<file path="src/rtl/tpx3_status_pkg.sv">
// Shared types and helpers for the FECv6 front-panel status LED block.
package tpx3_status_pkg;

  // Width of the latched lane count, pulse counter and gap counter.
  localparam int CNT_W     = 4;
  // Widest lane vector the counters are sized for.
  localparam int MAX_LANES = 15;

  // Blink-code sequencer for LED[1].
  typedef enum logic [1:0] {
    IDLE,
    ON,
    OFF,
    GAP
  } blink_state_t;

  // Number of set bits in a (zero-extended) lane vector.
  function automatic logic [CNT_W-1:0] popcount(input logic [MAX_LANES-1:0] v);
    logic [CNT_W-1:0] c;
    c = '0;
    for (int i = 0; i < MAX_LANES; i++) begin
      c = c + {{(CNT_W-1){1'b0}}, v[i]};
    end
    return c;
  endfunction

endpackage

</file>
<file path="src/rtl/tpx3_status_led_if.sv">
// Link-status inputs from tpx3_sfp and LED/lane-count outputs of tpx3_status_led.
interface tpx3_status_led_if #(
  parameter int LANES = 8
);
  import tpx3_status_pkg::*;

  logic             ETH_STATUS_OK;
  logic [LANES-1:0] RX_READY;
  logic [1:0]       LED;
  logic [CNT_W-1:0] READY_CNT;

  // Driver of the status inputs (SFP core side / bench).
  modport master (
    output ETH_STATUS_OK,
    output RX_READY,
    input  LED,
    input  READY_CNT
  );

  // The LED controller itself.
  modport slave (
    input  ETH_STATUS_OK,
    input  RX_READY,
    output LED,
    output READY_CNT
  );

endinterface

</file>
<file path="src/rtl/tpx3_tick_gen.sv">
// Free-running blink tick: one-cycle pulse every TICK_DIV clock cycles.
module tpx3_tick_gen #(
  parameter int TICK_DIV = 12_500_000
) (
  input  logic BUS_CLK,
  input  logic BUS_RST,
  output logic TICK
);

  localparam int            CW   = (TICK_DIV > 1) ? $clog2(TICK_DIV) : 1;
  localparam logic [CW-1:0] LAST = CW'(TICK_DIV - 1);

  logic [CW-1:0] cnt;

  // Count 0..TICK_DIV-1 and wrap; with TICK_DIV=1 the counter sits at 0.
  always_ff @(posedge BUS_CLK) begin
    if (BUS_RST) begin
      cnt <= '0;
    end else if (cnt == LAST) begin
      cnt <= '0;
    end else begin
      cnt <= cnt + CW'(1);
    end
  end

  assign TICK = (cnt == LAST);

endmodule

</file>
<file path="src/rtl/tpx3_status_led.sv">
// Front-panel LED driver: LED[0] = Ethernet link (solid up / blinking down),
// LED[1] = blink code of the number of receiver-ready Timepix3 lanes.
//
// state | meaning
// ------+--------------------------------------------------------------
// IDLE  | waiting for a tick to latch READY_CNT and start a frame
// ON    | pulse high for one tick
// OFF   | pulse low for one tick; last pulse moves on to the gap
// GAP   | inter-frame gap; LED[1] solid if all lanes ready, else dark
module tpx3_status_led
  import tpx3_status_pkg::*;
#(
  parameter int TICK_DIV  = 12_500_000,
  parameter int LANES     = 8,
  parameter int GAP_TICKS = 6
) (
  input  logic         BUS_CLK,
  input  logic         BUS_RST,
  tpx3_status_led_if.slave status
);

  localparam logic [CNT_W-1:0] LANES_C  = CNT_W'(LANES);
  localparam logic [CNT_W-1:0] GAP_LAST = CNT_W'(GAP_TICKS - 1);
  // A one-tick gap is just the IDLE tick itself, so GAP is bypassed.
  localparam bit               GAP_SKIP = (GAP_TICKS == 1);

  logic [LANES-1:0]     rdy_m, rdy_s;
  logic                 eth_m, eth_s, eth_d;
  logic [MAX_LANES-1:0] rdy_ext;
  logic [CNT_W-1:0]     ready_cnt_q;
  logic                 led0_q;
  logic                 led1_q, led1_n;
  logic                 tick;
  blink_state_t         state_q, state_n;
  logic [CNT_W-1:0]     cur_n_q, cur_n_n;
  logic [CNT_W-1:0]     pcnt_q, pcnt_n;
  logic [CNT_W-1:0]     gcnt_q, gcnt_n;

  tpx3_tick_gen #(
    .TICK_DIV(TICK_DIV)
  ) u_tick (
    .BUS_CLK(BUS_CLK),
    .BUS_RST(BUS_RST),
    .TICK   (tick)
  );

  // Two-flop synchronisers for the asynchronous link-status inputs.
  always_ff @(posedge BUS_CLK) begin
    if (BUS_RST) begin
      eth_m <= 1'b0;
      eth_s <= 1'b0;
      rdy_m <= '0;
      rdy_s <= '0;
    end else begin
      eth_m <= status.ETH_STATUS_OK;
      eth_s <= eth_m;
      rdy_m <= status.RX_READY;
      rdy_s <= rdy_m;
    end
  end

  // Zero-extend the synchronised lanes for the shared popcount helper.
  always_comb begin
    rdy_ext = '0;
    rdy_ext[LANES-1:0] = rdy_s;
  end

  // Registered ready-lane count.
  always_ff @(posedge BUS_CLK) begin
    if (BUS_RST) begin
      ready_cnt_q <= '0;
    end else begin
      ready_cnt_q <= popcount(rdy_ext);
    end
  end

  // LED[0]: solid while link is up; on link loss go dark, then toggle per tick.
  always_ff @(posedge BUS_CLK) begin
    if (BUS_RST) begin
      eth_d  <= 1'b0;
      led0_q <= 1'b0;
    end else begin
      eth_d <= eth_s;
      if (eth_s) begin
        led0_q <= 1'b1;
      end else if (eth_d) begin
        led0_q <= 1'b0;
      end else if (tick) begin
        led0_q <= ~led0_q;
      end
    end
  end

  // Blink FSM state register; reset wins over a coincident tick.
  always_ff @(posedge BUS_CLK) begin
    if (BUS_RST) begin
      state_q <= IDLE;
      cur_n_q <= '0;
      pcnt_q  <= '0;
      gcnt_q  <= '0;
      led1_q  <= 1'b0;
    end else begin
      state_q <= state_n;
      cur_n_q <= cur_n_n;
      pcnt_q  <= pcnt_n;
      gcnt_q  <= gcnt_n;
      led1_q  <= led1_n;
    end
  end

  // Blink FSM next state; everything advances only on a tick.
  always_comb begin
    state_n = state_q;
    cur_n_n = cur_n_q;
    pcnt_n  = pcnt_q;
    gcnt_n  = gcnt_q;
    led1_n  = led1_q;
    if (tick) begin
      unique case (state_q)
        IDLE: begin
          cur_n_n = ready_cnt_q;
          pcnt_n  = '0;
          gcnt_n  = '0;
          if (ready_cnt_q == '0) begin
            state_n = GAP_SKIP ? IDLE : GAP;
            led1_n  = 1'b0;
          end else if (ready_cnt_q == LANES_C) begin
            state_n = GAP_SKIP ? IDLE : GAP;
            led1_n  = 1'b1;
          end else begin
            state_n = ON;
            led1_n  = 1'b1;
          end
        end
        ON: begin
          state_n = OFF;
          led1_n  = 1'b0;
          pcnt_n  = pcnt_q + CNT_W'(1);
        end
        OFF: begin
          if (pcnt_q == cur_n_q) begin
            state_n = GAP_SKIP ? IDLE : GAP;
            gcnt_n  = '0;
          end else begin
            state_n = ON;
            led1_n  = 1'b1;
          end
        end
        GAP: begin
          // LED[1] is simply held: solid for all-ready, dark otherwise.
          if (gcnt_q + CNT_W'(1) == GAP_LAST) begin
            state_n = IDLE;
          end else begin
            gcnt_n = gcnt_q + CNT_W'(1);
          end
        end
        default: begin
          state_n = IDLE;
        end
      endcase
    end
  end

  assign status.LED       = {led1_q, led0_q};
  assign status.READY_CNT = ready_cnt_q;

endmodule

</file>
<file path="src/flat_wrapper.sv">
// flat-port wrapper written by rule: the top's interface ports become plain ports
module tpx3_status_led_flat import tpx3_status_pkg::*;
#(
  parameter int TICK_DIV  = 12_500_000,
  parameter int LANES     = 8,
  parameter int GAP_TICKS = 6
)
  (BUS_CLK, BUS_RST, status_ETH_STATUS_OK, status_RX_READY, status_LED, status_READY_CNT);
  tpx3_status_led_if #(.LANES(LANES)) status_i ();
  input  logic BUS_CLK;
  input  logic BUS_RST;
  input wire logic [$bits(status_i.ETH_STATUS_OK)-1:0] status_ETH_STATUS_OK;
  input wire logic [$bits(status_i.RX_READY)-1:0] status_RX_READY;
  output wire logic [$bits(status_i.LED)-1:0] status_LED;
  output wire logic [$bits(status_i.READY_CNT)-1:0] status_READY_CNT;
  assign status_i.ETH_STATUS_OK = status_ETH_STATUS_OK;
  assign status_i.RX_READY = status_RX_READY;
  assign status_LED = status_i.LED;
  assign status_READY_CNT = status_i.READY_CNT;
  tpx3_status_led #(.TICK_DIV(TICK_DIV), .LANES(LANES), .GAP_TICKS(GAP_TICKS)) u_core (.BUS_CLK(BUS_CLK), .BUS_RST(BUS_RST), .status(status_i));
endmodule
</file>
<file path="config.mk">
export PLATFORM = sky130hd
export DESIGN_NAME = tpx3_status_led_flat
export DESIGN_NICKNAME = d
export VERILOG_FILES = /design/src/rtl/tpx3_status_pkg.sv /design/src/rtl/tpx3_status_led_if.sv /design/src/rtl/tpx3_tick_gen.sv /design/src/rtl/tpx3_status_led.sv /design/src/flat_wrapper.sv
export SDC_FILE = /design/constraint.sdc
export NUM_CORES = 1
export LEC_CHECK = 0
export ABC_AREA = 1
export CAP_MARGIN = 15
export CELL_PAD_IN_SITES_DETAIL_PLACEMENT = 1
export CELL_PAD_IN_SITES_GLOBAL_PLACEMENT = 2
export CORE_MARGIN = 5
export CORE_UTILIZATION = 34
export DETAILED_ROUTE_END_ITERATION = 16
export PLACE_DENSITY_LB_ADDON = 0.1
export SLEW_MARGIN = 20
export SYNTH_ARGS = -nofsm -noshare
export SYNTH_HDL_FRONTEND = slang
export SYNTH_SLANG_ARGS = --single-unit
</file>
<file path="constraint.sdc">
create_clock -name BUS_CLK -period 3.1 [get_ports BUS_CLK]
set_clock_uncertainty 0.2 [all_clocks]
set_input_delay 0.93 -clock BUS_CLK [delete_from_list [all_inputs] [get_ports BUS_CLK]]
set_output_delay 0.93 -clock BUS_CLK [all_outputs]
set_load 0.005 [all_outputs]
</file>
==> results.tsv, run 1 <==
metric	value	unit
outcome	completed	
hold_end	u_core.rdy_s[0]	
multiInputGateArea	1600	µm²
hpwl	5760	µm
cts_made_buffers	9	
antenna_found_initial	0	
path_buf_inv	1	
grt_max_degree	35	
min_path_cells	2	
critPathCaptureType	register	
ys_seq_elements	63	
start_kind	register	
tritoncts	yes	
clk_latency	0.35	ns
synth_warnings	0	
cp_cell_sequence	ha_1, inv_1, fa_1, fa_1, fa_1, fa_1, xor2_1, nor2_1	
setup_viol	0	
min_from	u_core.rdy_m[0]	
maxCapViolations	0	
drive_gt1_share	10.9	%
worst_pin_slew	0.517	ns
min_period	2.91	ns
cts_hold_buf	0	
report.final.hold_viol_count	0	
critPathArrivalTime	2.94	ns
num_rows	35	
area_delta_synth_final	14.0	%
die_x	108	µm
drc	0	
seq_area_frac_synth	38.9	%
core	9280	µm²
ir_worst_vdd	0.246	mV
diodes	0	
worst-setup-path-type	register to register	
hp-class	register to register	
wl_per_cell	12.3	µm
clk_pin_slew_worst_paths	0.08	ns
rsz0062_at_grt	no	
wl	7480	µm
hold_slack	0.205	ns
cts_setup_buffers	0	
gp_congestion	0.762	
first_iter_violations	90	
power	1.59	mW
worst_slew_margin_rel	65.3	%
clock.fmax	0.344	GHz
crit_path_frequent_cell	fa_1	
viasPerCell	4.48	
critPathMaxFanout	2	
rr_startpoint	u_core.rdy_s[1]	
leakagePower	1.49	nW
synthDistinctLibCells	33	
regArea	1260	µm²
reg2reg_to	u_core.status.READY_CNT[2]	
tns	0	ns
regToRegSetupSlack	0.19	ns
reg2regPathDepth	8	
grt_pass1_vias	2822	
synth_fp_nets	480	
pin_count	17	
die_h	108	µm
antenna_left	0	
power_density	430	nW/µm²
drt_pass1_iterations	4	
cts-resized-gates	0	
worst_path_largest_cell_delay	0.50	ns
cts_root_buf	clkbuf_8	
critical_path.top_delay_family	adder cells	
fin_crit_sh	93.8	%
dieArea	11600	µm²
cp_data_required_time	3.13	ns
fillers	1211	
clock_path_buffers	2	
nets	498	
vias	2712	
drv_slew	0	
cp_slowest_cell	fa_1	
syn-cell-area	3240	µm²
clkSinkCount	63	
grt_first_pass_wirelength	13000	µm
grt_overflow	0	
synthCells	454	
grt_usage	14.2	%
port_buffers	16	
htreeDepth	3	
final_cell_mix	82 x inv_1, 82 x nand2_1, 73 x nor2_1, 63 x dfxtp_1, 28 x nand3_1	
start_util	34.9	%
syn_area_per_cell	7.14	µm²
per-stage QoR:
| step | utilization, % | std cells | instance area (µm²) | worst slack, ns |
|---|---|---|---|---|
| 2_1_floorplan | - | 454 | 3240 | 0.341 |
| 3_3_place_gp | 37.9 | 590 | 3520 | 0.287 |
| 3_5_place_dp | 37.9 | 590 | 3520 | 0.163 |
| 4_1_cts | 39.8 | 606 | 3700 | 0.158 |
| 5_1_grt | 39.8 | 606 | 3700 | 0.0515 |
| 6_report | 39.8 | 606 | 3700 | 0.193 |
flip-flops by register name, summed over array words and instances, names as in the netlist:
| name | flops |
|---|---|
| u_core.state_q | 2 |
| u_core.rdy_m | 8 |
| u_core.led1_q | 1 |
| u_core.gcnt_q | 4 |
| u_core.rdy_s | 8 |
| u_core.u_tick.cnt | 24 |
| u_core.eth_s | 1 |
| u_core.cur_n_q | 4 |
| u_core.pcnt_q | 4 |
| u_core.led0_q | 1 |
| u_core.eth_d | 1 |
| u_core.eth_m | 1 |
| u_core.status.READY_CNT | 4 |
tightest hold or removal path, cell delays in order (launching register included):
cell and delay, ns:
dfxtp_1 0.30, inv_1 0.04, nor2_1 0.03
final cells by class:
cell class,count,share of cell area [%]
Inverter,86,8.73
Clock inverter,7,1.49
Timing Repair Buffer,18,4.74
Multi-Input combinational cell,294,43.2
Clock buffer,9,3.35
Tap cell,129,4.36
Sequential cell,63,34.1
layer usage:
metal	track usage (%)	routed length, µm	vias up
met5	0	0	-
met4	5.95	146	0
met3	2.82	143	11
met2	22.9	3290	22
met1	18.5	3890	1248
li1	-	-	1431
cell families (layout without fill, tap and decap cells):
logic type	Yosys count	in the layout	synth area share, %
buffers and inverters	97	120	11.8
AOI/OAI and AO/OA	40	40	6.75
adders and majority gates	15	15	6.71
and+or+nand+nor	227	227	32.6
xor gates and xnor gates	12	12	3.24
DFF	63	63	38.9
report_power, final:
part           total, mW  switching, mW  internal [mW]
sequential         0.837        0.00868          0.828
combinational     0.0882         0.0453         0.0429
clock              0.666          0.367          0.299
total               1.59          0.421           1.17
Yosys cell counts:
| library cell | instances | area share (%) |
|---|---|---|
| nor2_1 | 73 | 8.4 |
| nand2_1 | 82 | 9.5 |
| nand3_1 | 28 | 4.3 |
| dfxtp_1 | 63 | 39 |
| nand2_4 | 1 | 0.35 |
| nor2_2 | 9 | 1.7 |
| xnor2_1 | 4 | 1.1 |
| clkbuf_1 | 4 | 0.46 |
| a31o_2 | 1 | 0.27 |
| xor2_1 | 8 | 2.2 |
| o21ai_1 | 3 | 0.46 |
| nand2_2 | 5 | 0.96 |
| or2_0 | 1 | 0.19 |
| inv_2 | 4 | 0.46 |
| nand3_4 | 2 | 1.1 |
| nand3_2 | 2 | 0.62 |
| o211ai_1 | 1 | 0.23 |
| buf_2 | 3 | 0.46 |
| nor3_1 | 5 | 0.77 |
| ha_1 | 11 | 4.2 |
| fa_1 | 4 | 2.5 |
| o21ai_0 | 8 | 1.2 |
| buf_4 | 4 | 0.93 |
| nor3b_1 | 2 | 0.46 |
| nor2_4 | 5 | 1.7 |
| nor3_2 | 1 | 0.31 |
| a211oi_1 | 1 | 0.23 |
| inv_1 | 82 | 9.5 |
| a21oi_1 | 22 | 3.4 |
| nand4_1 | 9 | 1.7 |
| a31oi_1 | 2 | 0.39 |
| a21oi_2 | 2 | 0.54 |
| or2_2 | 2 | 0.39 |
how the worst max path moves through the flow:
stage                               start                         end  cells after the start
after floorplan           u_core.rdy_s[0]  u_core.status.READY_CNT[2]                      8
final                     u_core.rdy_s[1]  u_core.status.READY_CNT[2]                      8
after global routing      u_core.rdy_s[0]  u_core.status.READY_CNT[2]                      8
after detailed placement  u_core.rdy_s[1]  u_core.status.READY_CNT[2]                      8
after global placement    u_core.rdy_s[0]  u_core.status.READY_CNT[2]                      8
after CTS                 u_core.rdy_s[1]  u_core.status.READY_CNT[2]                      8
Note: power is estimated with default switching activity, not from simulation.
==> run 2, diff against run 1 <==
--- a/config.mk
+++ b/config.mk
@@ -6,6 +6,7 @@
 export NUM_CORES = 1
 export LEC_CHECK = 0
 export ABC_AREA = 1
+export ABC_CLOCK_PERIOD_IN_PS = 3100
 export CAP_MARGIN = 15
 export CELL_PAD_IN_SITES_DETAIL_PLACEMENT = 1
 export CELL_PAD_IN_SITES_GLOBAL_PLACEMENT = 2
==> results of run 2 <==
Same layout as run 1: the final DEF is identical, and so are final timing and power.
==> run 3, diff against run 2 <==
--- a/config.mk
+++ b/config.mk
@@ -6,7 +6,6 @@
 export NUM_CORES = 1
 export LEC_CHECK = 0
 export ABC_AREA = 1
-export ABC_CLOCK_PERIOD_IN_PS = 3100
 export CAP_MARGIN = 15
 export CELL_PAD_IN_SITES_DETAIL_PLACEMENT = 1
 export CELL_PAD_IN_SITES_GLOBAL_PLACEMENT = 2
==> results of run 3 <==
Same layout as run 1: the final DEF is identical, and so are final timing and power.
